**src/rtl/mul_rr_sched.sv**
```systemverilog
// Round-robin arbiter feeding one shared 4x4 unsigned multiplier through a
// two-stage pipeline (S1 operands, S2 result) with valid/ready handshakes.
module mul_rr_sched #(
  parameter int unsigned NREQ = 4,
  parameter int unsigned IDW  = 2
) (
  input  logic              clk,
  input  logic              rst_n,
  input  logic [NREQ-1:0]   req_valid,
  input  logic [4*NREQ-1:0] req_a,
  input  logic [4*NREQ-1:0] req_b,
  output logic [NREQ-1:0]   req_ready,
  output logic              res_valid,
  output logic [7:0]        res_product,
  output logic [IDW-1:0]    res_id,
  input  logic              res_ready,
  output logic [7:0]        op_count
);

  localparam int unsigned OPW = 4;
  localparam int unsigned PW  = 2 * OPW;

  if (NREQ < 2 || NREQ > 4 || IDW != $clog2(NREQ)) begin : g_param_check
    $error("mul_rr_sched: NREQ must be 2..4 and IDW must equal clog2(NREQ)");
  end

  logic           adv;
  logic           grant_any;
  logic [IDW-1:0] grant_idx;
  logic           hi_any;
  logic [IDW-1:0] hi_idx;
  logic [IDW-1:0] lo_idx;
  logic           take;
  logic [OPW-1:0] sel_a;
  logic [OPW-1:0] sel_b;
  logic [PW-1:0]  prod;

  logic [IDW-1:0] ptr;
  logic           v1;
  logic [OPW-1:0] s1_a;
  logic [OPW-1:0] s1_b;
  logic [IDW-1:0] s1_id;

  assign adv  = !res_valid || res_ready;
  assign take = rst_n && adv && grant_any;

  // Lowest valid index at or above ptr wins; otherwise wrap to lowest valid overall.
  always_comb begin
    hi_any    = 1'b0;
    hi_idx    = '0;
    lo_idx    = '0;
    grant_any = 1'b0;
    for (int i = NREQ - 1; i >= 0; i--) begin
      if (req_valid[i]) begin
        grant_any = 1'b1;
        lo_idx    = IDW'(i);
        if (IDW'(i) >= ptr) begin
          hi_any = 1'b1;
          hi_idx = IDW'(i);
        end
      end
    end
    grant_idx = hi_any ? hi_idx : lo_idx;
  end

  // Accept strobe and operand select depend only on valids, ptr and adv.
  always_comb begin
    req_ready = '0;
    sel_a     = '0;
    sel_b     = '0;
    if (take) begin
      req_ready[grant_idx] = 1'b1;
    end
    for (int i = 0; i < NREQ; i++) begin
      if (IDW'(i) == grant_idx) begin
        sel_a = req_a[OPW*i +: OPW];
        sel_b = req_b[OPW*i +: OPW];
      end
    end
  end

  // The single shared multiplier.
  assign prod = {{(PW-OPW){1'b0}}, s1_a} * {{(PW-OPW){1'b0}}, s1_b};

  always_ff @(posedge clk) begin
    if (!rst_n) begin
      ptr         <= '0;
      v1          <= 1'b0;
      s1_a        <= '0;
      s1_b        <= '0;
      s1_id       <= '0;
      res_valid   <= 1'b0;
      res_product <= '0;
      res_id      <= '0;
      op_count    <= '0;
    end else begin
      if (adv) begin
        v1          <= take;
        s1_a        <= sel_a;
        s1_b        <= sel_b;
        s1_id       <= grant_idx;
        res_valid   <= v1;
        res_product <= prod;
        res_id      <= s1_id;
      end
      if (take) begin
        ptr <= (grant_idx == IDW'(NREQ - 1)) ? '0 : grant_idx + 1'b1;
      end
      if (res_valid && res_ready) begin
        op_count <= op_count + 8'd1;
      end
    end
  end

endmodule

```
**config.mk**
```make
export PLATFORM = sky130hd
export DESIGN_NAME = mul_rr_sched
export DESIGN_NICKNAME = d
export VERILOG_FILES = /design/src/rtl/mul_rr_sched.sv
export SDC_FILE = /design/constraint.sdc
export NUM_CORES = 1
export LEC_CHECK = 0
export CORE_ASPECT_RATIO = 1.4
export CORE_MARGIN = 2
export CORE_UTILIZATION = 47
export DETAILED_ROUTE_END_ITERATION = 6
export HOLD_SLACK_MARGIN = 0.02
export PLACE_DENSITY = 0.8
export SYNTH_ARGS = -nofsm -noshare
export SYNTH_HDL_FRONTEND = slang
export SYNTH_SLANG_ARGS = --single-unit
```
**constraint.sdc**
```tcl
create_clock -name clk -period 3 [get_ports clk]
set_input_delay 0.45 -clock clk [delete_from_list [all_inputs] [get_ports clk]]
set_output_delay 0.45 -clock clk [all_outputs]
set_load 0.01 [all_outputs]
```
==> results.md, run 1 <==
- Status: completed
- Clk pwr share: 26.9%
- CP most frequent cell: clkdlybuf4s50_1
- CTS tree: built
- Setup TNS: 0 ns
- Most Crowded Layer GR: met2
- # rows: 28
- First-pass GRT wire length: 8070 um
- Area after DPL: 0.00275 mm2
- Multi-input gate area: 0.00130 mm2
- Clk_lat worst skew: 0.28 ns
- CP max stage cell: clkdlybuf4s50_1
- Initial antenna violation count: 0
- Area of the mapped netlist: 0.00207 mm2
- Post-synthesis register bit count: 32
- Crit path cell chain: clkdlybuf4s50_1 -> inv_2 -> a221oi_4 -> o22ai_2 -> inv_1 -> ha_1 -> and3_1 -> clkdlybuf4s50_1
- TritonCTS buffer count: 5
- Die Area: 0.00495 mm2
- Largest net degree at the start of global routing: 39
- FF+latch area: 641 um2
- Met2 Use GR: 38.0%
- Routed len/inst: 12.1 um
- Yosys top cell area share: 31.0%
- GRT met3 Usage: 3.58%
- Final wirelength: 4660 um
- DRT Pass-1 Iters: 4
- Vias in the first global route: 1866
- Worst Clk Skew: 0.00886 ns
- Number of top-level pins: 62
- Initial drt markers: 70
- Antenna diode count: 0
- Post-Syn Area per Cell: 7.86 um2
- Pint: 0.000866 W
- Critical path buffer and inverter count: 4
- Switch share: 31.4%
- Root Buffer: clkbuf_8
- Core box area: 0.00424 mm2
- Final std cells w/o fill: 385
- CP endpoint kind: output pin
- Synth top area cells: dfxtp_1 (31%), ha_1 (10%), nand2_1 (6.2%)
- Place WS: 0.0543 ns
- Via/cell ratio: 5.15
- Remaining global-route overflow: 0
- Final setup viols: 0
- Family with the most delay on the worst path: buffers and inverters
- CTS sink cnt: 32
- Synth cell types: 40
- Post-DP HPWL: 3520 um
- Die Ht: 82.5 um
- Post-CTS Setup Inserts: 0
- Placed Cells: 377
- Final period util: 97.3%
- Post-synthesis cell count: 263
- CP Data Arrival Time: 2.47 ns
- H-tree Lvls: 2
- Fraction of layout cells with a size suffix above 1: 8.00%
- Reg clk slew, reported paths: 0.07 ns
- VDD IR max: 0.000214 V
- Filler cells: 388
- Pwr per Cell Area: 439 mW/mm2
- Via count: 1984
- Worst Path Required: 2.55 ns
- GRT Total Usage: 21.0%
- Tmin final: 2.92 ns
- Die width: 60.1 um
- Max clock buf depth: 2
- Hold-fix buffers, CTS: 0
- Setup crit start kind: primary input
- Slew headroom: 73.2%
- Setup ws final: 0.0805 ns
- Yosys top cell by area: dfxtp_1
- Comb pwr share: 32.6%
- Max Cap Viol: 0
- Least-Margin Pin Slew: 0.402 ns
- Crit path max fanout: 4
- Sequential share of the synthesized area: 31.0%
- Initial Util: 48.8%
- Worst path max stage delay: 0.56 ns
- Post-DRT Antenna Nets: 0
- Max Freq: 0.343 GHz
- Area grow syn2layout: 39.2%
- Type of the worst setup path: in -> out
- Switching power total: 0.000397 W
- YS warnings: 0
- NumNets Final: 384
- M1 GR Usage: 24.3%
- Number of port buffers: 61
- Syn Nets: 323
- Flop pwr share: 40.4%
- Final GP Congestion: 0.833
- Final instance area: 0.00288 mm2
- DRC Markers: 0
- Final Hold Violating Endpoints: 0
- Max-slew violations: 0
- Leakage: 1.23 nW
- Min-Delay Path Class: reg -> reg
## area by class of cell
type | instances | share of cell area (%)
Timing Repair Buffer | 70 | 23.7
Multi-Input combinational cell | 191 | 45.1
Clock inverter | 2 | 0.348
Inverter | 24 | 3.13
Tap cell | 60 | 2.61
Sequential cell | 32 | 22.3
Clock buffer | 6 | 2.87
## cell usage after synthesis
| master | n |
|---|---|
| ha_1 | 17 |
| o31ai_1 | 1 |
| nor2_2 | 1 |
| o211ai_1 | 1 |
| nor2_1 | 12 |
| o21ai_0 | 24 |
| nand4_1 | 1 |
| and2_1 | 12 |
| o21a_1 | 1 |
| inv_2 | 2 |
| nor2b_1 | 3 |
| a211oi_1 | 1 |
| nand3_1 | 10 |
| a21oi_1 | 21 |
| a211o_1 | 1 |
| a221oi_1 | 9 |
| nor3_1 | 1 |
| a21boi_0 | 8 |
| nand4b_1 | 1 |
| clkbuf_2 | 1 |
| inv_1 | 22 |
| o211a_1 | 1 |
| nor4b_1 | 1 |
| buf_1 | 2 |
| a21boi_1 | 2 |
| o2bb2ai_1 | 2 |
| or3_1 | 2 |
| o311a_1 | 1 |
| clkbuf_1 | 6 |
| a221oi_2 | 1 |
| dfxtp_1 | 32 |
| nand2_1 | 34 |
| and3_1 | 6 |
| xnor2_1 | 4 |
| nand2b_1 | 3 |
| buf_2 | 7 |
| nor4_2 | 2 |
| fa_1 | 4 |
| xor2_1 | 2 |
| o22ai_1 | 1 |
## power groups by stage
stage	clock network [W]	registers (W)	logic, W
after floorplan	0	0.000516	0.000243
after global placement	0	0.000518	0.000391
after detailed placement	0	0.000520	0.000401
after CTS	0.000350	0.000510	0.000407
after global routing	0.000361	0.000519	0.000475
final	0.000340	0.000511	0.000412
## state kept, by name, indices dropped and copies added (netlist names), 2 cells and up
signal	cells
s1_b	4
op_count	8
ptr	2
s1_a	4
res_product	8
s1_id	2
res_id	2
## logic make-up after synthesis
| group | synth area share [%] |
|---|---|
| and+or+nand+nor | 21.5 |
| DFF | 31.0 |
| buffers and inverters | 7.74 |
| xor gates and xnor gates | 2.54 |
| adders and majority gates | 14.2 |
| AOI/OAI and AO/OA | 23.1 |
## timing repair
item                       CTS  global route
setup endpoints to repair    0             4
resized for setup            0             6
hold endpoints to repair     0             0
## stage by stage
stage	power (W)	hold slack [ns]	utilization, %
after floorplan	0.000759	0.441	-
after global placement	0.000910	0.450	64.9
after detailed placement	0.000921	0.457	64.9
after CTS	0.00127	0.465	67.1
after global routing	0.00136	0.488	67.9
final	0.00126	0.463	67.9
## tightest hold or removal path, delay by kind of cell (launching register included)
kind	cells	cell delay, ns
compound gates	1	0.06
simple gates	1	0.05
flops	1	0.31
## cells in the final DEF (no fill, tap or decap), drive strengths merged, types with 2 or more instances in the layout
| master | count |
|---|---|
| nor2b | 3 |
| fa | 4 |
| o2bb2ai | 2 |
| ha | 17 |
| a21oi | 21 |
| a221oi | 10 |
| a21boi | 10 |
| nand2 | 34 |
| or3 | 2 |
| dlymetal6s2s | 2 |
| and3 | 6 |
| clkbuf | 6 |
| buf | 9 |
| nand3 | 10 |
| xor2 | 2 |
| clkdlybuf4s50 | 59 |
| o21ai | 24 |
| xnor2 | 4 |
| nor4 | 2 |
| inv | 24 |
| and2 | 12 |
| nand2b | 3 |
| nor2 | 13 |
| clkinv | 2 |
| dfxtp | 32 |
## worst paths after layout
| kind | from | endpoint | slack, ns | depth (start not counted) |
|---|---|---|---|---|
| worst max-delay path | req_valid[3] | req_ready[3] | 0.08 | 8 |
| worst min-delay path | res_product[2] | res_product[2] | 0.46 | 2 |
| worst max register to register | s1_a[0] | res_product[7] | 0.16 | 9 |
| worst min register to register | res_product[2] | res_product[2] | 0.46 | 2 |
## layer usage
metal  vias to the layer above  part of all wire, %
met5                         -                    0
met4                         0                  1.6
met3                         7                  5.0
met2                        65                   52
met1                       887                   41
li1                       1025                    -
Note: power is estimated with default switching activity, not from simulation.
==> run 2: changes to the inputs <==
--- a/config.mk
+++ b/config.mk
@@ -6,7 +6,9 @@
 export NUM_CORES = 1
 export LEC_CHECK = 0
+export CAP_MARGIN = 25
 export CORE_ASPECT_RATIO = 1.4
 export CORE_MARGIN = 2
 export CORE_UTILIZATION = 47
+export CTS_CLUSTER_SIZE = 25
 export DETAILED_ROUTE_END_ITERATION = 6
 export HOLD_SLACK_MARGIN = 0.02
==> constraint.sdc (replaced) <==
create_clock -name clk -period 3 [get_ports clk]
set_input_delay 0.6 -clock clk [delete_from_list [all_inputs] [get_ports clk]]
set_output_delay 0.6 -clock clk [all_outputs]
set_load 0.01 [all_outputs]
==> results.md, run 2 (same netlist as run 1, synthesis figures left out) <==
- Max Cap Viol: 0
- DRT Pass-1 Iters: 4
- Status: completed
- CP Data Arrival Time: 2.25 ns
- RR Endpoint: res_product[7]
- Die Ht: 82.5 um
- Core box area: 0.00424 mm2
- CTS tree: built
- # rows: 28
- Via/cell ratio: 5.19
- R2R depth: 9
- Clk_lat worst skew: 0.28 ns
- NumNets Final: 391
- Antenna diode count: 0
- Commonest non-fill, non-tap cell in the layout: clkdlybuf4s50_1
- Worst Clk Skew: 0.00795 ns
- Largest registers: op_count: 8 flops, res_product: 8 flops
- Max clock buf depth: 2
- Number of top-level pins: 62
- Via count: 2034
- R2R Setup Slk: 0.21 ns
- GRT Total Usage: 20.2%
- Post-CTS Setup Inserts: 0
- Remaining global-route overflow: 0
- Worst Path Required: 2.40 ns
- DRC Markers: 0
- Pwr per Cell Area: 450 mW/mm2
- VDD IR max: 0.000313 V
- TritonCTS buffer count: 5
- Fraction of layout cells with a size suffix above 1: 9.94%
- Setup TNS: 0 ns
- Slew headroom: 77.9%
- Setup crit start kind: primary input
- Max Freq: 0.350 GHz
- Critical path buffer and inverter count: 4
- Crit path cell chain: clkdlybuf4s50_1 -> inv_2 -> a221oi_2 -> o22ai_2 -> inv_1 -> ha_1 -> and3_1 -> dlygate4sd2_1
- First-pass GRT wire length: 7820 um
- Number of port buffers: 61
- Final wirelength: 4570 um
- CP max stage cell: clkdlybuf4s50_1
- Final setup viols: 0
- Largest net degree at the start of global routing: 39
- Final std cells w/o fill: 392
- Family with the most delay on the worst path: buffers and inverters
- Post-DP HPWL: 3560 um
- Area grow syn2layout: 41.6%
- Initial drt markers: 54
- Reg clk slew, reported paths: 0.06 ns
- Max-slew violations: 0
- Util after Layout: 69.1%
- Type of the worst setup path: in -> out
- Hold wc startpoint: res_product[2]
- Die Area: 0.00495 mm2
- Hold-fix buffers, CTS: 0
- Final Hold Violating Endpoints: 0
- Leakage: 1.27 nW
- Die width: 60.1 um
- RSZ-0062 raised after global routing: no
- Final period util: 95.1%
- Tmin final: 2.85 ns
- Root Buffer: clkbuf_8
- Vias in the first global route: 1929
- Total Power: 0.00132 W
- Initial Util: 48.8%
- Least-Margin Pin Slew: 0.328 ns
- Final GP Congestion: 0.819
- H-tree Lvls: 2
- Crit path max fanout: 4
- Placed Cells: 384
- Min-Delay Path Class: reg -> reg
- Worst R2R Start: s1_b[3]
- Worst path max stage delay: 0.51 ns
- WHS Endpoint: res_product[2]
- Commonest non-fill, non-tap cells in the layout: clkdlybuf4s50_1 (55), nand2_1 (34), dfxtp_1 (32)
- Initial antenna violation count: 0
- CTS sink cnt: 32
- Post-DRT Antenna Nets: 0
- CP endpoint kind: output pin
- Filler cells: 364
- Routed len/inst: 11.7 um
- Worst hold path depth: 2
-- run 2: worst min-delay path, cell delays in order (launching register included) --
cell and delay [ns]:
dfxtp_1 0.31, nand2_1 0.05, a21boi_0 0.06
-- run 2: worst max path at each step --
stage,endpoint,slack (ns),cells after the start,from
after floorplan,res_product[6],0.42,8,s1_a[0]
after global placement,req_ready[2],-0.14,8,req_valid[0]
after detailed placement,req_ready[3],-0.24,8,req_valid[0]
after CTS,req_ready[2],0.13,8,req_valid[2]
after global routing,res_product[7],0.02,9,s1_b[3]
final,req_ready[3],0.15,8,req_valid[3]
-- run 2: routing by layer --
| metal | track usage [%] | up-vias | part of all wire, % |
|---|---|---|---|
| met5 | 0 | - | 0 |
| met1 | 23.3 | 933 | 42 |
| li1 | - | 1040 | - |
| met2 | 36.5 | 57 | 52 |
| met3 | 3.12 | 4 | 4.3 |
| met4 | 8.22 | 0 | 0.88 |
-- run 2: timing repair --
action | in CTS | in global routing
resized for setup | 9 | 1
setup endpoints to repair | 4 | 1
pin swaps | 1 | 0
endpoints found under the hold margin | 0 | 0
-- run 2: final cells by class --
class | count | area, um2 | area share, %
clock buffer | 6 | 72.6 | 2.48
clock inverter | 2 | 35.0 | 1.20
sequential | 32 | 641 | 21.9
tap | 60 | 75.1 | 2.56
multi-input combinational | 191 | 1290 | 44.1
inverter | 24 | 90.1 | 3.08
timing repair buffer | 77 | 723 | 24.7
-- run 2: power breakdown --
group          total [W]  switching (W)  internal [W]  leakage, nW
logic           0.000407       0.000196      0.000212        0.951
registers       0.000512      0.0000416      0.000471        0.262
clock network   0.000399       0.000152      0.000246       0.0552
total            0.00132       0.000390      0.000929         1.27
-- run 2: through the flow --
step / area (um2) / hold slack (ns) / setup WS, ns
floorplan: 2070 / 0.441 / 0.418
global placement: 2800 / 0.450 / -0.136
detailed placement: 2800 / 0.457 / -0.236
CTS: 2920 / 0.464 / 0.133
global route: 2930 / 0.499 / 0.0194
finish: 2930 / 0.459 / 0.146
